File: config.mk
export PLATFORM = sky130hd
export DESIGN_NAME = parking_gate_ctrl
export DESIGN_NICKNAME = d
export VERILOG_FILES = /design/src/rtl/parking_gate_pkg.sv /design/src/rtl/parking_gate_fsm.sv /design/src/rtl/parking_gate_ctrl.sv
export SDC_FILE = /design/constraint.sdc
export NUM_CORES = 1
export LEC_CHECK = 0
export CORE_ASPECT_RATIO = 1.2
export CORE_UTILIZATION = 33
export DETAILED_ROUTE_END_ITERATION = 6
export GPL_ROUTABILITY_DRIVEN = 0
export HOLD_SLACK_MARGIN = 0.05
export PLACE_DENSITY = 0.54
export SLEW_MARGIN = 5
export SYNTH_ARGS = -nofsm -noshare
export SYNTH_HDL_FRONTEND = slang
export SYNTH_SLANG_ARGS = --single-unit
File: constraint.sdc
create_clock -name clk -period 1.8 [get_ports clk]
set_input_delay 0.36 -clock clk [delete_from_list [all_inputs] [get_ports clk]]
set_output_delay 0.36 -clock clk [all_outputs]
set_load 0.1 [all_outputs]
File: src/rtl/parking_gate_pkg.sv
// Shared types and timing defaults for the parking gate controller.
// Latency: none (types and constants only).
// Backpressure: none (types and constants only).
package parking_gate_pkg;

    // Gate FSM states. The exit gate never enters DENY.
    typedef enum logic [1:0] {
        IDLE    = 2'd0,
        OPEN    = 2'd1,
        CLOSING = 2'd2,
        DENY    = 2'd3
    } gate_state_e;

    // Default timing, in core clock cycles.
    localparam int DEF_OPEN_TIMEOUT = 32;
    localparam int DEF_CLOSE_CYCLES = 4;
    localparam int DEF_DENY_CYCLES  = 8;

    // The timer must hold the largest terminal count; one extra bit keeps
    // power-of-two maxima representable without wrap.
    function automatic int timer_w(input int a, input int b, input int c);
        int m;
        m = a;
        if (b > m) m = b;
        if (c > m) m = c;
        return $clog2(m) + 1;
    endfunction

endpackage

File: src/rtl/parking_gate_fsm.sv
// One gate: arrival edge detect, barrier/deny sequencing, one-cycle pass event.
// Latency: barrier rises 1 cycle after the arrival edge; pass pulse 1 cycle after the beam falls.
// Backpressure: none; sensor levels are sampled every cycle and events are never held off.
import parking_gate_pkg::*;

module parking_gate_fsm #(
    parameter int OPEN_TIMEOUT = DEF_OPEN_TIMEOUT,
    parameter int CLOSE_CYCLES = DEF_CLOSE_CYCLES,
    parameter int DENY_CYCLES  = DEF_DENY_CYCLES,
    parameter bit HAS_DENY     = 1'b1
) (
    input  logic clk,
    input  logic reset,
    input  logic arrive_i,
    input  logic badge_i,
    input  logic pass_i,
    input  logic allow_i,
    output logic pulse_o,
    output logic pulse_uni_o,
    output logic barrier_o,
    output logic deny_o
);

    localparam int TW = timer_w(OPEN_TIMEOUT, CLOSE_CYCLES, DENY_CYCLES);
    localparam logic [TW-1:0] OPEN_LAST  = TW'(OPEN_TIMEOUT - 1);
    localparam logic [TW-1:0] CLOSE_LAST = TW'(CLOSE_CYCLES - 1);
    localparam logic [TW-1:0] DENY_LAST  = TW'(DENY_CYCLES - 1);

    gate_state_e   state_q, state_d;
    logic [TW-1:0] timer_q, timer_d;
    logic          arrive_prev_q;
    logic          pass_prev_q;
    logic          class_q, class_d;
    logic          pulse_q, pulse_d;
    logic          pulse_uni_q, pulse_uni_d;

    logic arrive_rise;
    logic pass_fall;

    // A car parked on the loop gives a single rise; only the beam's trailing
    // edge means the car has fully cleared the barrier.
    assign arrive_rise = arrive_i & ~arrive_prev_q;
    assign pass_fall   = pass_prev_q & ~pass_i;

    // Next state, timer, class latch and pass pulse; the timer restarts on every state change.
    always_comb begin
        state_d     = state_q;
        timer_d     = timer_q + 1'b1;
        class_d     = class_q;
        pulse_d     = 1'b0;
        pulse_uni_d = 1'b0;
        case (state_q)
            IDLE: begin
                timer_d = '0;
                if (arrive_rise) begin
                    class_d = badge_i;
                    if (allow_i || !HAS_DENY) begin
                        state_d = OPEN;
                    end else begin
                        state_d = DENY;
                    end
                end
            end
            OPEN: begin
                if (pass_fall) begin
                    pulse_d     = 1'b1;
                    pulse_uni_d = class_q;
                    state_d     = CLOSING;
                    timer_d     = '0;
                end else if (timer_q == OPEN_LAST) begin
                    state_d = CLOSING;
                    timer_d = '0;
                end
            end
            CLOSING: begin
                // Arrival edges are deliberately not looked at here.
                if (timer_q == CLOSE_LAST) begin
                    state_d = IDLE;
                    timer_d = '0;
                end
            end
            DENY: begin
                if (timer_q == DENY_LAST) begin
                    state_d = IDLE;
                    timer_d = '0;
                end
            end
            default: begin
                state_d = IDLE;
                timer_d = '0;
            end
        endcase
    end

    // State, timer, edge history and registered event outputs.
    always_ff @(posedge clk) begin
        if (reset) begin
            state_q       <= IDLE;
            timer_q       <= '0;
            arrive_prev_q <= 1'b0;
            pass_prev_q   <= 1'b0;
            class_q       <= 1'b0;
            pulse_q       <= 1'b0;
            pulse_uni_q   <= 1'b0;
        end else begin
            state_q       <= state_d;
            timer_q       <= timer_d;
            arrive_prev_q <= arrive_i;
            pass_prev_q   <= pass_i;
            class_q       <= class_d;
            pulse_q       <= pulse_d;
            pulse_uni_q   <= pulse_uni_d;
        end
    end

    assign pulse_o     = pulse_q;
    assign pulse_uni_o = pulse_uni_q;
    assign barrier_o   = (state_q == OPEN);
    assign deny_o      = HAS_DENY && (state_q == DENY);

endmodule

File: src/rtl/parking_gate_ctrl.sv
// Entry/exit gate controller feeding the occupancy counter; optional PARKING_GATE_ANTIPASSBACK_EN.
// Latency: barrier 1 cycle after arrival edge; car_entered/car_exited 1 cycle after beam fall.
// Backpressure: none; vacancy flags gate entry only at the arrival edge.
import parking_gate_pkg::*;

module parking_gate_ctrl #(
    parameter int OPEN_TIMEOUT = DEF_OPEN_TIMEOUT,
    parameter int CLOSE_CYCLES = DEF_CLOSE_CYCLES,
    parameter int DENY_CYCLES  = DEF_DENY_CYCLES
) (
    input  logic clk,
    input  logic reset,
    input  logic in_arrive,
    input  logic in_badge_uni,
    input  logic in_pass,
    input  logic out_arrive,
    input  logic out_badge_uni,
    input  logic out_pass,
    input  logic uni_is_vacated_space,
    input  logic is_vacated_space,
    output logic car_entered,
    output logic is_uni_car_entered,
    output logic car_exited,
    output logic is_uni_car_exited,
    output logic in_barrier_open,
    output logic out_barrier_open,
    output logic in_deny
);

    logic entry_allow;
    logic exit_badge;
    logic entry_deny;
    logic exit_deny;

    // Each car class checks its own pool of free slots.
    assign entry_allow = in_badge_uni ? uni_is_vacated_space : is_vacated_space;

`ifdef PARKING_GATE_ANTIPASSBACK_EN
    logic [9:0] uni_inside_q, uni_inside_d;
    logic       uni_in_evt;
    logic       uni_out_evt;

    // A uni badge can only claim uni status at exit while uni cars are inside,
    // so reusing one badge cannot drain the uni count below reality.
    assign exit_badge  = out_badge_uni && (uni_inside_q != 10'd0);
    assign uni_in_evt  = car_entered && is_uni_car_entered;
    assign uni_out_evt = car_exited && is_uni_car_exited;

    // Uni-inside count: up on uni entry, down on uni exit, clamped at both ends.
    always_comb begin
        uni_inside_d = uni_inside_q;
        if (uni_in_evt && !uni_out_evt) begin
            if (uni_inside_q != 10'h3FF) begin
                uni_inside_d = uni_inside_q + 10'd1;
            end
        end else if (uni_out_evt && !uni_in_evt) begin
            if (uni_inside_q != 10'd0) begin
                uni_inside_d = uni_inside_q - 10'd1;
            end
        end
    end

    // Uni-inside register.
    always_ff @(posedge clk) begin
        if (reset) begin
            uni_inside_q <= 10'd0;
        end else begin
            uni_inside_q <= uni_inside_d;
        end
    end
`else
    assign exit_badge = out_badge_uni;
`endif

    parking_gate_fsm #(
        .OPEN_TIMEOUT (OPEN_TIMEOUT),
        .CLOSE_CYCLES (CLOSE_CYCLES),
        .DENY_CYCLES  (DENY_CYCLES),
        .HAS_DENY     (1'b1)
    ) u_entry (
        .clk         (clk),
        .reset       (reset),
        .arrive_i    (in_arrive),
        .badge_i     (in_badge_uni),
        .pass_i      (in_pass),
        .allow_i     (entry_allow),
        .pulse_o     (car_entered),
        .pulse_uni_o (is_uni_car_entered),
        .barrier_o   (in_barrier_open),
        .deny_o      (entry_deny)
    );

    parking_gate_fsm #(
        .OPEN_TIMEOUT (OPEN_TIMEOUT),
        .CLOSE_CYCLES (CLOSE_CYCLES),
        .DENY_CYCLES  (DENY_CYCLES),
        .HAS_DENY     (1'b0)
    ) u_exit (
        .clk         (clk),
        .reset       (reset),
        .arrive_i    (out_arrive),
        .badge_i     (exit_badge),
        .pass_i      (out_pass),
        .allow_i     (1'b1),
        .pulse_o     (car_exited),
        .pulse_uni_o (is_uni_car_exited),
        .barrier_o   (out_barrier_open),
        .deny_o      (exit_deny)
    );

    // The exit instance has no deny path, so this is the entry lamp alone.
    assign in_deny = entry_deny | exit_deny;

endmodule
==> metrics.csv <==
metric,value,unit
worst_slew_pin_slew,0.489,ns
fp.dieArea,3500,µm²
synth-compound-area-share,0.119,
ys_async_sr_fraction,0,
p_leak,0.512,nW
yosys_warnings,0,
max_slew_margin,0.670,
cp.arrival,1.90,ns
synthSimpleGateAreaFrac,0.235,
first_pass_iters,4,
synth_area,1080,µm²
fin_skew,0.00431,ns
rrSetupSlack,0.12,ns
remaining_drc_errors,0,
power_frac_comb,0.271,
track_usage,0.129,
slowest_stage,or4b_4,
cts_buffers,3,
worstSetupPathType,flop to flop,
finalCritPeriodShare,0.934,
intPower,0.000894,W
viasPerCell,4.70,
cts_tree,done,
netlist_instances,113,
rows,22,
crit_family,simple AND/OR/NAND/NOR gates,
crit_fanout,4,
num_antenna_cells,0,
avgSynthCellArea,9.54,µm²
vias,789,
yosysUniqueCellTypes,30,
dp.final_hpwl,1510,µm
finalSetupViolCount,0,
ant_nets,0,
cts.clk_slew.worst_paths,0.13,ns
io_pins,17,
setup_tns,0,ns
grt_pass1_vias,770,
yosys.area.top_type,dfxtp_1,
endpoint_kind,flop,
dieHeight,64.6,µm
cts.path.max_buffers,2,
cts.sinks,26,
fin_crit,1.68,ns
seqPwrFrac,0.512,
finish.utilization,0.457,
rsz0062_at_grt,no,
dpl-instance-area,1370,µm²
die_x,54.2,µm
pre_cts_ws,0.0693,ns
p_sw,0.000407,W
insertion_delay,0.31,ns
hold_slack,0.454,ns
core_area,3080,µm²
final_area,1410,µm²
netSwitchingFraction,0.313,
crit_path_start_kind,flop,
cts_root_buffer,clkbuf_4,
routed_wl,1890,µm
drv_slew,0,
drt_iter0_drc,7,
syn_nets,125,
status,finished clean,
synthTopCellsByArea,"dfxtp_1 48%, nor2_1 5.2%, xor2_1 4.9%, nor2b_1 3.5%, xnor2_1 3.2%",
portBuffers,16,
muxShareOfSynthArea,0.0278,
htree_levels,1,
areaGrowthSynthToFinish,30.7,%
cts_resized,0,
seq_area_frac_synth,0.483,
synth_top_family_by_area,simple AND/OR/NAND/NOR gates,
synth_edf_count,0,
maxCapViolCount,0,
finalHoldViolations,0,
grt_max_degree,15,
cts_hold_buffers,0,
start_util,0.350,
hold_path.class,flop to flop,
antenna_found_initial,0,
yosys.area_share.adder,0.0232,
clkPwrFrac,0.217,
worst_slack,0.119,ns
cp.buffers_inverters,0,
ys_seq_elements,26,
p_per_area,923,nW/µm²
grt.overflow.total,0,
detail_route.wl_per_cell,11.3,µm
vdd_drop_max,0.708,mV
cp_slowest_stage_delay,0.50,ns
nets,145,
drive_gt1_frac,0.159,
crit_chain,ha_1 -> or4b_4 -> o21ai_2 -> a21o_2 -> nor2_1,
postCtsSetupBuffers,0,
synth_xor_area_frac,0.0812,
synth_ff_type,dfxtp_1,
max_freq,595,MHz
synth_top_area_frac,0.483,
fillCellCount,314,
cp.required,2.01,ns
grt_first_pass_wirelength,3330,µm
-- metal layers --
metal / GRT usage / vias up / wire length [µm]
li1: - / 431 / -
met1: 0.161 / 342 / 868
met2: 0.209 / 14 / 929
met3: 0.0258 / 2 / 77
met4: 0.0513 / 0 / 17
met5: 0 / - / 0
-- path summary, 6_finish.rpt --
| kind | from | end | cells after the start |
|---|---|---|---|
| setup / recovery | u_exit.timer_q[0] | u_exit.timer_q[5] | 5 |
| hold / removal | u_entry.timer_q[0] | u_entry.timer_q[0] | 1 |
| setup reg to reg | u_exit.timer_q[0] | u_exit.timer_q[5] | 5 |
| hold reg to reg | u_entry.timer_q[0] | u_entry.timer_q[0] | 1 |
-- cell usage after synthesis (2+ instances only) --
master and n:
dfxtp_1 26, nor2_1 15, nand2_1 6, nand3_1 6, nor2b_1 6, xor2_1 6, a21oi_1 4, inv_1 4
nand2b_1 4, xnor2_1 4, and2_1 3, mux2i_1 3, nor4b_1 3, buf_2 2, clkbuf_1 2, ha_1 2
nor3b_1 2, o211ai_1 2, o21ai_2 2
-- power by group through the flow --
stage,Sequential [W],Combinational (W),Clock (W)
2_1_floorplan,0.000676,0.000241,0
3_3_place_gp,0.000679,0.000352,0
3_5_place_dp,0.000680,0.000355,0
4_1_cts,0.000667,0.000357,0.000298
5_1_grt,0.000673,0.000382,0.000321
6_report,0.000666,0.000353,0.000282
-- area by class of cell --
| type | count | area [µm²] | area share |
|---|---|---|---|
| tap | 36 | 45.0 | 0.0319 |
| timing repair buffer | 19 | 253 | 0.179 |
| clock buffer | 4 | 36.3 | 0.0257 |
| inverter | 4 | 15.0 | 0.0106 |
| sequential | 26 | 520 | 0.369 |
| multi-input combinational | 79 | 541 | 0.383 |
-- flip-flops by register name (all words and copies together), names as in the netlist, 2 cells and up --
register / flops
u_exit.timer_q: 6
u_exit.state_q: 2
u_entry.timer_q: 6
u_entry.state_q: 2
-- logic make-up (layout without fill, tap and decap cells) --
group           after synthesis  after routing
compound gates               17             17
xor+xnor                     10             10
fa+ha+maj                     2              2
buf+inv                       8             27
flops                        26             26
mux                           3              3
simple gates                 47             47
-- metrics by stage --
stage,std cells,total power (W)
5_1_grt,168,0.00138
3_3_place_gp,164,0.00103
6_report,168,0.00130
3_5_place_dp,164,0.00104
4_1_cts,168,0.00132
2_1_floorplan,113,0.000916
-- cell usage in the layout, fill, tap and decap left out, drive strengths merged, types with 6 or more instances in the layout --
master / count
dfxtp: 26
nand3: 6
nor2b: 6
buf: 10
nor2: 15
nand2: 6
xor2: 6
clkdlybuf4s50: 9
Note: power is estimated with default switching activity, not from simulation.
